$ cat config.mk
export PLATFORM = sky130hd
export DESIGN_NAME = alu_mult_seq
export DESIGN_NICKNAME = d
export VERILOG_FILES = /design/src/rtl/cpu_types_pkg.sv /design/src/rtl/alu_mult_seq.sv
export SDC_FILE = /design/constraint.sdc
export NUM_CORES = 1
export LEC_CHECK = 0
export CAP_MARGIN = 20
export CORE_MARGIN = 3
export CORE_UTILIZATION = 51
export DETAILED_ROUTE_END_ITERATION = 6
export PLACE_DENSITY_LB_ADDON = 0.2
export SLEW_MARGIN = 20
export SYNTH_ARGS = -nofsm -noshare
export SYNTH_HDL_FRONTEND = slang
export SYNTH_SLANG_ARGS = --single-unit
$ cat constraint.sdc
create_clock -name CLK -period 3.45 [get_ports CLK]
set_clock_uncertainty 0.1 [all_clocks]
set_input_delay 0.8625 -clock CLK [delete_from_list [all_inputs] [get_ports CLK]]
set_output_delay 0.8625 -clock CLK [all_outputs]
set_load 0.05 [all_outputs]
$ cat src/rtl/cpu_types_pkg.sv
`default_nettype none
//==============================================================================
// Module      : cpu_types_pkg
// Description : Shared CPU datapath types: machine word, ALU opcodes and the
//               sequential multiplier state encoding.
// Revision    : 1.0 - initial release
//==============================================================================
package cpu_types_pkg;

    localparam int WORD_W = 32;

    typedef logic [WORD_W-1:0] word_t;

    typedef enum logic [3:0] {
        ALU_SLL,
        ALU_SRL,
        ALU_SRA,
        ALU_ADD,
        ALU_SUB,
        ALU_AND,
        ALU_OR,
        ALU_XOR,
        ALU_NOR,
        ALU_SLT,
        ALU_SLTU
    } aluop_t;

    // Sequential multiplier control states
    typedef enum logic [1:0] {
        MS_IDLE,
        MS_MUL,
        MS_DONE
    } mult_state_t;

    localparam int MULT_CNT_W = 6;

endpackage
`default_nettype wire

$ cat src/rtl/alu_mult_seq.sv
`default_nettype none
//==============================================================================
// Module      : alu_mult_seq
// Description : Iterative unsigned shift-add multiplier. Every accumulation
//               add goes through the shared ALU; shifting, sequencing and
//               overflow tracking are local. Returns the low word of the
//               product plus overflow and zero flags over valid/ready.
// Revision    : 1.0 - initial release
//==============================================================================
module alu_mult_seq
    import cpu_types_pkg::*;
#(
    parameter int WIDTH = 32,
    parameter int CNT_W = MULT_CNT_W
) (
    input  logic       CLK,
    input  logic       RST,
    input  logic       req_valid,
    output logic       req_ready,
    input  word_t      opa,
    input  word_t      opb,
    output logic       resp_valid,
    input  logic       resp_ready,
    output word_t      result,
    output logic       ovf,
    output logic       zero,
    output word_t      alu_porta,
    output word_t      alu_portb,
    output aluop_t     alu_aluop,
    input  word_t      alu_outport
);

    mult_state_t      r_state;
    mult_state_t      w_state_nxt;

    logic [WIDTH-1:0] r_acc;
    logic [WIDTH-1:0] r_mcand;
    logic [WIDTH-1:0] r_mplier;
    logic [CNT_W-1:0] r_cnt;
    logic [WIDTH-1:0] r_result;
    logic             r_ovf;
    logic             r_zero;
    logic             r_resp_valid;

    logic             w_accept;
    logic             w_finish;
    logic             w_step;
    logic             w_release;
    logic             w_add_carry;
    logic             w_shift_loss;

    // The ALU sum wrapping below the old accumulator means a carry out of bit
    // WIDTH-1. A set top bit of mcand that is about to be shifted out is only
    // a real overflow if some higher multiplier bit will still add it in.
    assign w_add_carry  = (alu_outport < r_acc);
    assign w_shift_loss = r_mcand[WIDTH-1] && (r_mplier[WIDTH-1:1] != '0);

    // State register
    always_ff @(posedge CLK) begin
        if (RST) begin
            r_state <= MS_IDLE;
        end else begin
            r_state <= w_state_nxt;
        end
    end

    // Next-state and per-state datapath strobes
    always_comb begin
        w_state_nxt = r_state;
        w_accept    = 1'b0;
        w_finish    = 1'b0;
        w_step      = 1'b0;
        w_release   = 1'b0;
        case (r_state)
            MS_IDLE: begin
                if (req_valid) begin
                    w_accept    = 1'b1;
                    w_state_nxt = MS_MUL;
                end
            end
            MS_MUL: begin
                if (r_mplier == '0) begin
                    w_finish    = 1'b1;
                    w_state_nxt = MS_DONE;
                end else begin
                    w_step = 1'b1;
                end
            end
            MS_DONE: begin
                if (resp_ready) begin
                    w_release   = 1'b1;
                    w_state_nxt = MS_IDLE;
                end
            end
            default: w_state_nxt = MS_IDLE;
        endcase
    end

    // Operand capture, shift-add iteration and result/flag registers
    always_ff @(posedge CLK) begin
        if (RST) begin
            r_acc        <= '0;
            r_mcand      <= '0;
            r_mplier     <= '0;
            r_cnt        <= '0;
            r_result     <= '0;
            r_ovf        <= 1'b0;
            r_zero       <= 1'b0;
            r_resp_valid <= 1'b0;
        end else begin
            if (w_accept) begin
                r_acc    <= '0;
                r_mcand  <= opa;
                r_mplier <= opb;
                r_cnt    <= '0;
                r_ovf    <= 1'b0;
            end
            if (w_finish) begin
                r_result     <= r_acc;
                r_zero       <= (r_acc == '0);
                r_resp_valid <= 1'b1;
            end
            if (w_step) begin
                if (r_mplier[0]) begin
                    r_acc <= alu_outport;
                    if (w_add_carry) begin
                        r_ovf <= 1'b1;
                    end
                end
                if (w_shift_loss) begin
                    r_ovf <= 1'b1;
                end
                r_mcand  <= r_mcand << 1;
                r_mplier <= r_mplier >> 1;
                r_cnt    <= r_cnt + CNT_W'(1);
            end
            if (w_release) begin
                r_resp_valid <= 1'b0;
            end
        end
    end

    assign req_ready  = (r_state == MS_IDLE);
    assign resp_valid = r_resp_valid;
    assign result     = r_result;
    assign ovf        = r_ovf;
    assign zero       = r_zero;

    // ALU is driven continuously; its output is only captured on add steps
    assign alu_porta  = r_acc;
    assign alu_portb  = r_mcand;
    assign alu_aluop  = ALU_ADD;

endmodule
`default_nettype wire

## Word level (Yosys, flattened, before mapping)

Index checks and enable logic that the tools add are counted.

- Order comparisons: 1
- Equality and inequality tests: 5
- Mux-type cells: 24
- Reduce and logical (&&, ||, !) cells: 9

Operators with widths:

| cell | count |
|---|---|
| $mux 32 | 5 |
| $logic_not 32->1 | 2 |
| $mux 31 | 2 |
| $lt 32x32->1 | 1 |
| $reduce_bool 31->1 | 1 |
| $mux 1 | 13 |
| $mux 2 | 3 |
| $ne 2x2->1 const B | 3 |
| $pmux 2 s3 | 1 |
| $reduce_or 2->1 | 2 |
| $reduce_and 3->1 | 1 |
| $eq 2x1->1 const B | 1 |
| $eq 2x2->1 const B | 1 |
| $logic_not 2->1 | 1 |
| $reduce_bool 2->1 | 1 |
| $logic_and 1x1->1 | 1 |

- Register bits: 133
- Bits of input ports: 100
- Word-level logic and storage cells: 49

## Longest topological paths before layout

- Depth in word-level cells: 7
- Depth in mapped cells: 7
- Gate-level depth less buffers: 7

## Worst setup path before layout

OpenSTA, ideal clock, no wires.

- Kind: input-to-reg
- Start: input port alu_outport[29]
- End: register r_ovf, in the netlist ovf
- Data arrival time: 2.190 ns
- Slack: 1.068 ns
- Cell stages on the path: 6
- Cells stage by stage: ha_1 a21o_1 a21o_1 a2111oi_0 o211ai_1 o32ai_1

- Word-level cells in the longest chain between the ends: 5

Ends and longest elaborated chain:

| item | RTL line | RTL |
|---|---|---|
| start: declaration | alu_mult_seq.sv:30 | `input word_t alu_outport` |
| $lt 32x32->1 | alu_mult_seq.sv:55 | `assign w_add_carry = (alu_outport < r_acc);` |
| $mux 1 | alu_mult_seq.sv:126 | `if (w_add_carry) begin` |
| $mux 1 | alu_mult_seq.sv:124 | `if (r_mplier[0]) begin` |
| $mux 1 | alu_mult_seq.sv:130 | `if (w_shift_loss) begin` |
| $mux 1 | alu_mult_seq.sv:123 | `if (w_step) begin` |
| end signal: assignment | alu_mult_seq.sv:116 | `r_ovf <= 1'b0;` |
| end signal: assignment | alu_mult_seq.sv:127 | `r_ovf <= 1'b1;` |
| end signal: assignment | alu_mult_seq.sv:131 | `r_ovf <= 1'b1;` |
| end: declaration | alu_mult_seq.sv:41 | `logic r_ovf;` |

Every way passes these cells.
A chain may end at the register's enable or synchronous reset.

## Final worst setup path

- Start: register r_state[1]
- End: output port req_ready

- Word-level cells in the longest chain between the ends: 1

Ends and longest elaborated chain:

| item | RTL line | RTL |
|---|---|---|
| start: declaration | alu_mult_seq.sv:33 | `mult_state_t r_state;` |
| start signal: assignment | alu_mult_seq.sv:63 | `r_state <= w_state_nxt;` |
| $logic_not 2->1 | alu_mult_seq.sv:143 | `assign req_ready = (r_state == MS_IDLE);` |
| end: declaration | alu_mult_seq.sv:19 | `output logic req_ready,` |

Every way passes these cells.

==> flow_summary_export.csv <==
group,metric,value,unit
run_status,status,"completed",
setup_path,cpPeakStageDelay,0.87,ns
timing,max_slew_margin,42.5,%
pwr,cellLeakagePower,3.22,nW
setup_path,rr_worst_depth,6,
timing,slew_viol_final,0,
timing,worst_pin_slew,0.862,ns
timing,hold_viol_final,0,
drt,dr.first_iter.drc_count,442,
min_path,hold_path_depth,2,
layout,fin_area,0.00904,mm²
pwr,swShare,28.6,%
clocking,cts_resized,0,
floorplanning,die_w,119,µm
pwr,max-vdd-ir-drop,0.280,mV
floorplanning,die_area,0.0142,mm²
yosys,yosys_warnings,0,
clocking,cts_hold_repair.buffers,0,
timing,max_freq,0.358,GHz
yosys,syn_area_per_cell,8.97,µm²
floorplanning,initial_core_util,53.1,%
pwr,internal_power,2.97,mW
setup_path,crit_start,"r_state[1]",
drt,totalWireLength,17800,µm
setup_path,worstSetupPathType,"register to output port",
floorplanning,die_h,119,µm
placed_design,dpl.hpwl,12500,µm
layout,n_antenna_cell,0,
setup_path,rrSetupSlack,0.84,ns
clocking,insertion_delay,0.41,ns
clocking,root_buffer,"clkbuf_16",
drt,first_pass_iters,5,
yosys,yosysTopAreaCell,"dfxtp_1",
clocking,cts_sinks,133,
layout,syn_to_final_growth,38.8,%
pwr,comb_power_share,20.2,%
drt,drcViolationCount,0,
floorplanning,fp.coreArea,0.0123,mm²
placed_design,gp_congestion,0.958,
setup_path,crit_end,"req_ready",
placed_design,port_buffers,199,
layout,layout_commonest_cell,"clkdlybuf4s50_1",
grt,grt-ovfl-total,0,
pwr,p_sw,1.19,mW
yosys,synth_top_area_share,40.9,%
timing,finalSetupTns,0,ns
clocking,htreeDepth,4,
timing,period_minus_slack,2.79,ns
setup_path,startpoint_type,"register",
setup_path,cp.required,2.49,ns
drt,via_per_inst,5.56,
placed_design,placed_area,0.00852,mm²
setup_path,slowest_stage,"clkdlybuf4s50_1",
yosys,yosys-top-cells-area,"dfxtp_1 (41%), a311oi_2 (14%), nand2_1 (7.7%), nor2_1 (7.5%), ha_1 (6.0%)",
yosys,yosysSeqAreaShare,40.9,%
grt,grt_start_max_net_pins,74,
yosys,synthCells,726,
timing,fin_crit_sh,80.9,%
grt,grtUsageTotal,24.7,%
setup_path,crit_path_end_kind,"output port",
timing,finalSetupViolCount,0,
setup_path,r2r-end,"alu_portb[2]",
clocking,cts_tree,"done",
clocking,cts_buffers,17,
layout,utilization,73.8,%
drt,wl_per_cell,16.6,µm
layout,fin_nets,1029,
floorplanning,row_count,40,
clocking,cts_post_setup_buffers_inserted,0,
layout,nFillCells,910,
layout,drive_gt1_share,11.2,%
yosys,ys_ff_latch,133,
clocking,clk_pin_slew,0.05,ns
min_path,hold_class,"register to register",
pwr,pwr-share-clk,38.8,%
layout,most-common-layout-cells,"clkdlybuf4s50_1 (198), nand2_1 (133), dfxtp_1 (133)",
floorplanning,ioPinCount,204,
yosys,ys_types,32,
pwr,p_seq_share,41.0,%
grt,grt_pass1_vias,5854,
run,max_cap_viol_count,0,
pwr,power_density,459,mW/mm²
grt,grt_antenna_before_repair,0,
setup_path,path_cells,"nor2_1 > clkdlybuf4s50_1",
yosys,syn_area,0.00651,mm²
clocking,cts_buffer_depth,2,
grt,grt_pass1_wl,28800,µm
timing,rsz0062_at_grt,"false",
setup_path,crit_fanout,5,
drt,vias,5984,
setup_path,r2r-start,"r_mplier[2]",
setup_path,crit_arrival,1.83,ns
drt,ant_nets,0,
==> flip-flops by register name, indices dropped and copies added, names as in the netlist <==
signal	count
alu_porta	32
alu_portb	32
r_mplier	32
result	32
r_state	2
ovf	1
resp_valid	1
zero	1
==> synth_stat cells (all sizes together) <==
cell type / n
o211a: 1
o311a: 1
nand4: 10
a2111oi: 4
clkbuf: 35
o31ai: 1
nand3b: 1
and2: 2
nand2b: 2
nor4b: 1
nor2: 131
o211ai: 1
nor4: 16
inv: 34
dfxtp: 133
a21oi: 16
o21a: 1
a311oi: 62
a21o: 3
o32ai: 1
nor2b: 3
mux2i: 35
ha: 31
buf: 21
o21ai: 6
a22oi: 32
conb: 2
nor3: 5
nand2: 134
nand3: 1
==> power groups by stage <==
stage	registers (mW)	logic [mW]	clock network (mW)
2_1_floorplan	1.87	0.407	0
3_3_place_gp	1.73	0.819	0
3_5_place_dp	1.73	0.835	0
4_1_cts	1.70	0.843	1.63
5_1_grt	1.71	0.903	1.70
6_report	1.70	0.839	1.61
==> how the worst min path moves through the flow <==
stage	startpoint	slack [ns]	endpoint
finish	zero	0.39	zero
global route	result[6]	0.43	result[6]
CTS	zero	0.40	zero
detailed placement	zero	0.38	zero
global placement	result[13]	0.37	result[13]
floorplan	r_state[0]	0.39	r_state[1]
==> worst max-delay path: cells and delay by family, from the launching register on <==
| family | cells | cell delay, ns |
|---|---|---|
| AND/OR/NAND/NOR | 1 | 0.22 |
| flip-flops | 1 | 0.33 |
| buffers and inverters | 1 | 0.87 |
==> per-stage QoR <==
stage / power, mW / hold WS (ns) / worst slack [ns] / instances
floorplan: 2.28 / 0.390 / 1.07 / 728
global placement: 2.55 / 0.374 / 0.537 / 1047
detailed placement: 2.56 / 0.384 / 0.445 / 1047
CTS: 4.17 / 0.396 / 0.615 / 1076
global route: 4.31 / 0.426 / 0.534 / 1076
finish: 4.15 / 0.390 / 0.660 / 1076
==> metal layers <==
metal | global-route usage, % | up-vias | part of all wire [%]
li1 | - | 2892 | -
met3 | 7.41 | 27 | 8.4
met1 | 30.2 | 2832 | 41
met5 | 0 | - | 0
met4 | 8.54 | 0 | 1.8
met2 | 41.4 | 233 | 49
==> cells by family after synthesis <==
| logic type | share of synthesized area [%] |
|---|---|
| AO/OA/AOI/OAI | 21.5 |
| adder cells (fa/ha/maj) | 5.95 |
| buffers and inverters | 6.99 |
| flip-flops | 40.9 |
| multiplexers | 5.38 |
| other | 0.115 |
| AND/OR/NAND/NOR | 19.1 |
==> area by class of cell <==
cell class / count / area [µm²] / share of cell area [%]
clock inverters: 4 / 22.5 / 0.249
multi-input cells: 505 / 3420 / 37.8
repair buffers: 207 / 2100 / 23.2
clock buffers: 25 / 505 / 5.59
flip-flops and latches: 133 / 2660 / 29.4
inverters: 34 / 128 / 1.41
well taps: 168 / 210 / 2.32
(Power assumes the default switching activity.)
==> patch 1, RTL diff (same settings) <==
Reset style: asynchronous (`RST`), changed in 2 clocked blocks.
--- a/src/rtl/alu_mult_seq.sv
+++ b/src/rtl/alu_mult_seq.sv
@@ -57,5 +57,5 @@
 
     // State register
-    always_ff @(posedge CLK) begin
+    always_ff @(posedge CLK or posedge RST) begin
         if (RST) begin
             r_state <= MS_IDLE;
@@ -98,5 +98,5 @@
 
     // Operand capture, shift-add iteration and result/flag registers
-    always_ff @(posedge CLK) begin
+    always_ff @(posedge CLK or posedge RST) begin
         if (RST) begin
             r_acc        <= '0;
Function: differs if RST is asserted again (counterexample within 4 cycles, from zero or initial values and one cycle with RST high); with RST held inactive, the same outputs for 10 cycles.
==> patch 1 against the original RTL <==
Area after synthesis down 1.1%. Setup slack worse by 160 ps. Fmax down 5.3%. Sequential cell count unchanged. Wire length down 4.4%. Design area up 0.54%. Sequential share of layout area up 7.2 points. Critical path type unchanged. Highest routed layer unchanged.
Power is not compared: it rests on default switching activity, and its combinational part moved more than twofold at a synthesized area within 25%.
==> patch 1: results (changes against the original RTL) <==
stage	metric	value	unit	change
finish	# fillers	892		was 910
clocking	CTS Buf Count	17		unchanged
route	met2 wire length	8658	um	was 8680 um
clocking	CTS max path bufs	2		unchanged
critical_path	CP max FO	5		unchanged
route	Iter 0 DRT Violations	440		was 442
route	met1 WL	6957	um	was 7316 um
power_and_ir_drop	clk pwr	1.75	mW	
critical_path	Worst R2R End	alu_portb[4]$_DFFE_PP0P_		was alu_portb[2]$_SDFFE_PP0P_
sta	Max-slew headroom	44.99	%	was 42.54%
clocking	clock-pin transition on the worst setup and hold timing paths	50	ps	about the same
logic_synthesis	Yosys cell types	47		was 32
finish	Ant. Diodes	0		unchanged
logic_synthesis	Synth top cells by count	133 x dfrtp_1, 75 x nand2_1, 61 x a22oi_1, 39 x o21ai_0, 36 x inv_1		was 134 x nand2_1, 133 x dfxtp_1, 131 x nor2_1, 62 x a311oi_2
worst_hold_path	Worst Hold Path Cells	1		was 2
grt	first-pass GRT wire length	28590	um	was 28770 um
logic_synthesis	synth top area cells	dfrtp_1 52%, a22oi_1 7.1%, mux2_4 6.8%		was dfxtp_1 41%, a311oi_2 14%, nand2_1 7.7%
grt	largest net degree at the start of global routing	134		was 74
power_and_ir_drop	Power Sequential	2.61	mW	
route	highest routed metal layer	met4		unchanged
clocking	Clock Root Buffer	clkbuf_16		unchanged
route	drt first pass iters	5		unchanged
worst_hold_path	Worst Hold Class	reg2reg		unchanged
placement	Final GP Congestion	0.8222		was 0.9580
critical_path	CP max-delay cell	clkdlybuf4s50_1		unchanged
power_and_ir_drop	Leak	3.983	nW	
clocking	# resized after CTS	0		unchanged
logic_synthesis	register area share after synthesis	51.64	%	was 40.87%
route	drt via density	5.701		was 5.561
outcome	status	complete, no violations		unchanged
clocking	clk_lat worst skew	410	ps	about the same
finish	layout cells sized above 1	10.06	%	was 11.23%
logic_synthesis	Synthesis Warnings	0		unchanged
placement	post-DP HPWL	11870	um	was 12490 um
route	final wirelength	17040	um	was 17820 um
worst_hold_path	hold worst-path end	resp_valid$_DFFE_PP0P_		was zero$_SDFFE_PP0P_
critical_path	R2R setup slack	770	ps	was 840 ps
finish	Final nets	906		was 1029
clocking	H-tree depth	4		unchanged
grt	GRT Total Usage	25.23	%	was 24.70%
critical_path	Worst R2R Start	r_mplier[18]$_DFFE_PP0P_		was r_mplier[2]$_SDFFE_PP0P_
grt	initial antenna violation count	0		unchanged
route	routed wl met3	1055	um	was 1497 um
critical_path	largest stage delay on the critical path	870	ps	about the same
worst_hold_path	HP Start	resp_valid$_DFFE_PP0P_		was zero$_SDFFE_PP0P_
grt	vias in the first global route	5578		was 5854
power_and_ir_drop	switching part of the total	42.77	%	
clocking	Setup Buffers After CTS	0		unchanged
critical_path	family with the most delay on the worst path	buffers and inverters		unchanged
critical_path	CP arrival	1980	ps	was 1830 ps
critical_path	r2r worst-path depth	6		unchanged
placement	Port-buffer cells	199		unchanged
power_and_ir_drop	VDD IR max	548.7	uV	
logic_synthesis	Async SR Flop Fraction	100.0	%	was 0%
[patch 1: final cells by class]
class / count / area, sq um / area share (%)
flip-flops and latches: 133 / 3328 / 36.60
multi-input cells: 380 / 2751 / 30.26
repair buffers: 207 / 2090 / 22.98
clock buffers: 25 / 505.5 / 5.559
well taps: 168 / 210.2 / 2.312
inverters: 36 / 138.9 / 1.527
clock inverters: 4 / 70.07 / 0.7705
[patch 1: through the flow]
step / cells / total power [mW] / setup WS, ps / hold slack, ps / instance area [sq um]
after floorplan: 590 / 4.959 / 836.3 / 404.6 / 6456
after global placement: 924 / 6.117 / 405.6 / 367.0 / 8518
after detailed placement: 924 / 6.238 / 376.9 / 365.3 / 8518
after CTS: 953 / 8.039 / 489.0 / 376.9 / 9094
after global routing: 953 / 8.452 / 451.7 / 401.0 / 9094
final: 953 / 7.987 / 503.4 / 372.4 / 9094
[patch 1: worst max path at each step]
stage / startpoint / endpoint / slack, ps / cells past startpoint
after floorplan: RST / alu_porta[0]$_DFF_PP0_ / 840 / 1
after global placement: alu_outport[26] / ovf$_DFF_PP0_ / 410 / 7
after detailed placement: alu_outport[26] / ovf$_DFF_PP0_ / 380 / 7
after CTS: r_state[1]$_DFFE_PP0P_ / req_ready / 490 / 2
after global routing: r_state[1]$_DFFE_PP0P_ / req_ready / 450 / 2
final: r_state[1]$_DFFE_PP0P_ / req_ready / 500 / 2
[patch 1: cells by family after synthesis]
family	Yosys count	synth area share [%]
other	2	0.1165
adders and majority gates	31	6.018
and+or+nand+nor	128	9.552
buffers and inverters	77	5.960
AOI/OAI and AO/OA	184	19.26
DFF	133	51.64
muxes	33	7.455
[patch 1: layer usage]
layer  vias up  global-route usage, %
met5         -                      0
met4         0                  9.703
met3        27                  6.316
met2       202                  42.44
met1      2688                  31.42
li1       2516                      -
==> patch 2, RTL diff (same flow settings) <==
Made on the original files. Register the output `ovf` once more, cleared by the reset; this adds one clock of latency there. The other outputs are not delayed to match.
--- a/src/rtl/alu_mult_seq.sv
+++ b/src/rtl/alu_mult_seq.sv
@@ -144,5 +144,11 @@
     assign resp_valid = r_resp_valid;
     assign result     = r_result;
-    assign ovf        = r_ovf;
+    always_ff @(posedge CLK) begin
+        if (RST) begin
+            ovf <= '0;
+        end else begin
+            ovf <= r_ovf;
+        end
+    end
     assign zero       = r_zero;
 
Check against the original RTL: not equivalent (Yosys sat finds a counterexample within 4 cycles, from zero or initial values and one cycle with RST high).
==> patch 2 against the original RTL <==
Hold slack got worse by 21 ps. Design area rose by 1.7%. Cell count up 0.74%. Wire length increased by 3.9%. Combinational power grew 1%. Power increased by 9.1%. Via count grew 1.4%. First-iteration DRC count rose by 30%. Sequential cell count grew 1. Area after synthesis up 0.35%. Critical path type unchanged. Largest power group is now the clock network. Setup slack lost 27 ps.
==> patch 2: results (changes against the original RTL) <==
stage	metric	value	unit	change
placement	Final GP Congestion	0.8246		was 0.9580
grt	GR Util met2	42.60	%	was 41.36%
finish	# fillers	914		was 910
grt	first-pass GRT wire length	29700	um	was 28770 um
clocking	# resized after CTS	0		unchanged
finish	layout cells sized above 1	12.12	%	was 11.23%
grt	vias in the first global route	6031		was 5854
finish	Final nets	1034		was 1029
route	drt first pass iters	6		was 5
sta	Max-slew headroom	56.36	%	was 42.54%
placement	post-place setup slack	360.1	ps	was 445.5 ps
grt	GRT Total Usage	25.68	%	was 24.70%
logic_synthesis	Synth top cells by count	134 x dfxtp_1, 134 x nor2_1, 130 x nand2_1, 62 x a311oi_2		was 134 x nand2_1, 133 x dfxtp_1, 131 x nor2_1, 62 x a311oi_2
critical_path	Worst R2R Start	r_mplier[21]$_SDFFE_PP0P_		was r_mplier[2]$_SDFFE_PP0P_
route	Iter 0 DRT Violations	574		was 442
sta	Final WS setup	632.6	ps	was 659.7 ps
placement	Placed Area	8557	sq um	was 8517 sq um
sta	Fmax	354.9	MHz	was 358.4 MHz
grt	largest net degree at the start of global routing	72		was 74
route	met2 wire length	9150	um	was 8680 um
route	routed wl met3	1333	um	was 1497 um
critical_path	CP startpoint	r_state[1]$_SDFFE_PP0P_		unchanged
route	via count	6067		was 5984
critical_path	Worst R2R End	result[21]$_SDFFE_PP0P_		was alu_portb[2]$_SDFFE_PP0P_
route	met1 WL	7462	um	was 7316 um
route	final wirelength	18520	um	was 17820 um
logic_synthesis	register area share after synthesis	41.03	%	was 40.87%
critical_path	CP arrival	1850	ps	was 1830 ps
power_and_ir_drop	VDD IR max	281.8	uV	was 280.5 uV
critical_path	largest stage delay on the critical path	900	ps	was 870 ps
outcome	status	complete, no violations		unchanged
placement	post-DP HPWL	12850	um	was 12490 um
grt	M3 GR Usage	7.407	%	unchanged
power_and_ir_drop	Leak	3.301	nW	was 3.225 nW
logic_synthesis	Async SR Flop Fraction	0	%	unchanged
critical_path	CP max FO	4		was 5
critical_path	R2R setup slack	930	ps	was 840 ps
logic_synthesis	Yosys cell types	36		was 32
logic_synthesis	synth top area cells	dfxtp_1 41%, a311oi_2 14%, nor2_1 7.7%		was dfxtp_1 41%, a311oi_2 14%, nand2_1 7.7%
patch 2: metrics by stage:
step | utilization [%] | power [mW] | cells | hold WS, ps
floorplan | - | 2.290 | 728 | 337.9
global placement | 69.79 | 2.562 | 1052 | 361.8
finish | 75.00 | 4.533 | 1084 | 369.5
CTS | 75.00 | 4.546 | 1084 | 370.2
global route | 75.00 | 4.686 | 1084 | 387.9
detailed placement | 69.79 | 2.587 | 1052 | 368.4
patch 2: cell families after synthesis:
| group | after synthesis | share of synthesized area [%] |
|---|---|---|
| adder cells (fa/ha/maj) | 31 | 5.933 |
| AND/OR/NAND/NOR | 308 | 19.23 |
| multiplexers | 35 | 5.359 |
| buffers and inverters | 91 | 7.196 |
| flip-flops | 134 | 41.03 |
| AO/OA/AOI/OAI | 125 | 21.13 |
| other | 2 | 0.1149 |
patch 2: final cells by class:
class                   instances  area, sq um  area share, %
multi-input cells             503         3405          37.02
inverters                      35        131.4          1.429
clock buffers                  22        464.2          5.048
flip-flops and latches        134         2683          29.17
clock inverters                10        175.2          1.905
well taps                     168        210.2          2.286
repair buffers                212         2128          23.14
patch 2: power breakdown:
group	internal [mW]	switching [mW]
registers	1.63	0.0785
logic	0.350	0.501
clock network	1.31	0.654
total	3.30	1.23
patch 2: worst min path at each step:
stage	slack (ps)	to	cells after the start	from
after floorplan	340	ovf$_SDFF_PP0_	1	r_ovf$_SDFF_PP0_
after global placement	360	ovf$_SDFF_PP0_	1	r_ovf$_SDFF_PP0_
after detailed placement	370	ovf$_SDFF_PP0_	1	r_ovf$_SDFF_PP0_
after CTS	370	ovf$_SDFF_PP0_	1	r_ovf$_SDFF_PP0_
after global routing	390	ovf$_SDFF_PP0_	1	r_ovf$_SDFF_PP0_
final	370	ovf$_SDFF_PP0_	1	r_ovf$_SDFF_PP0_
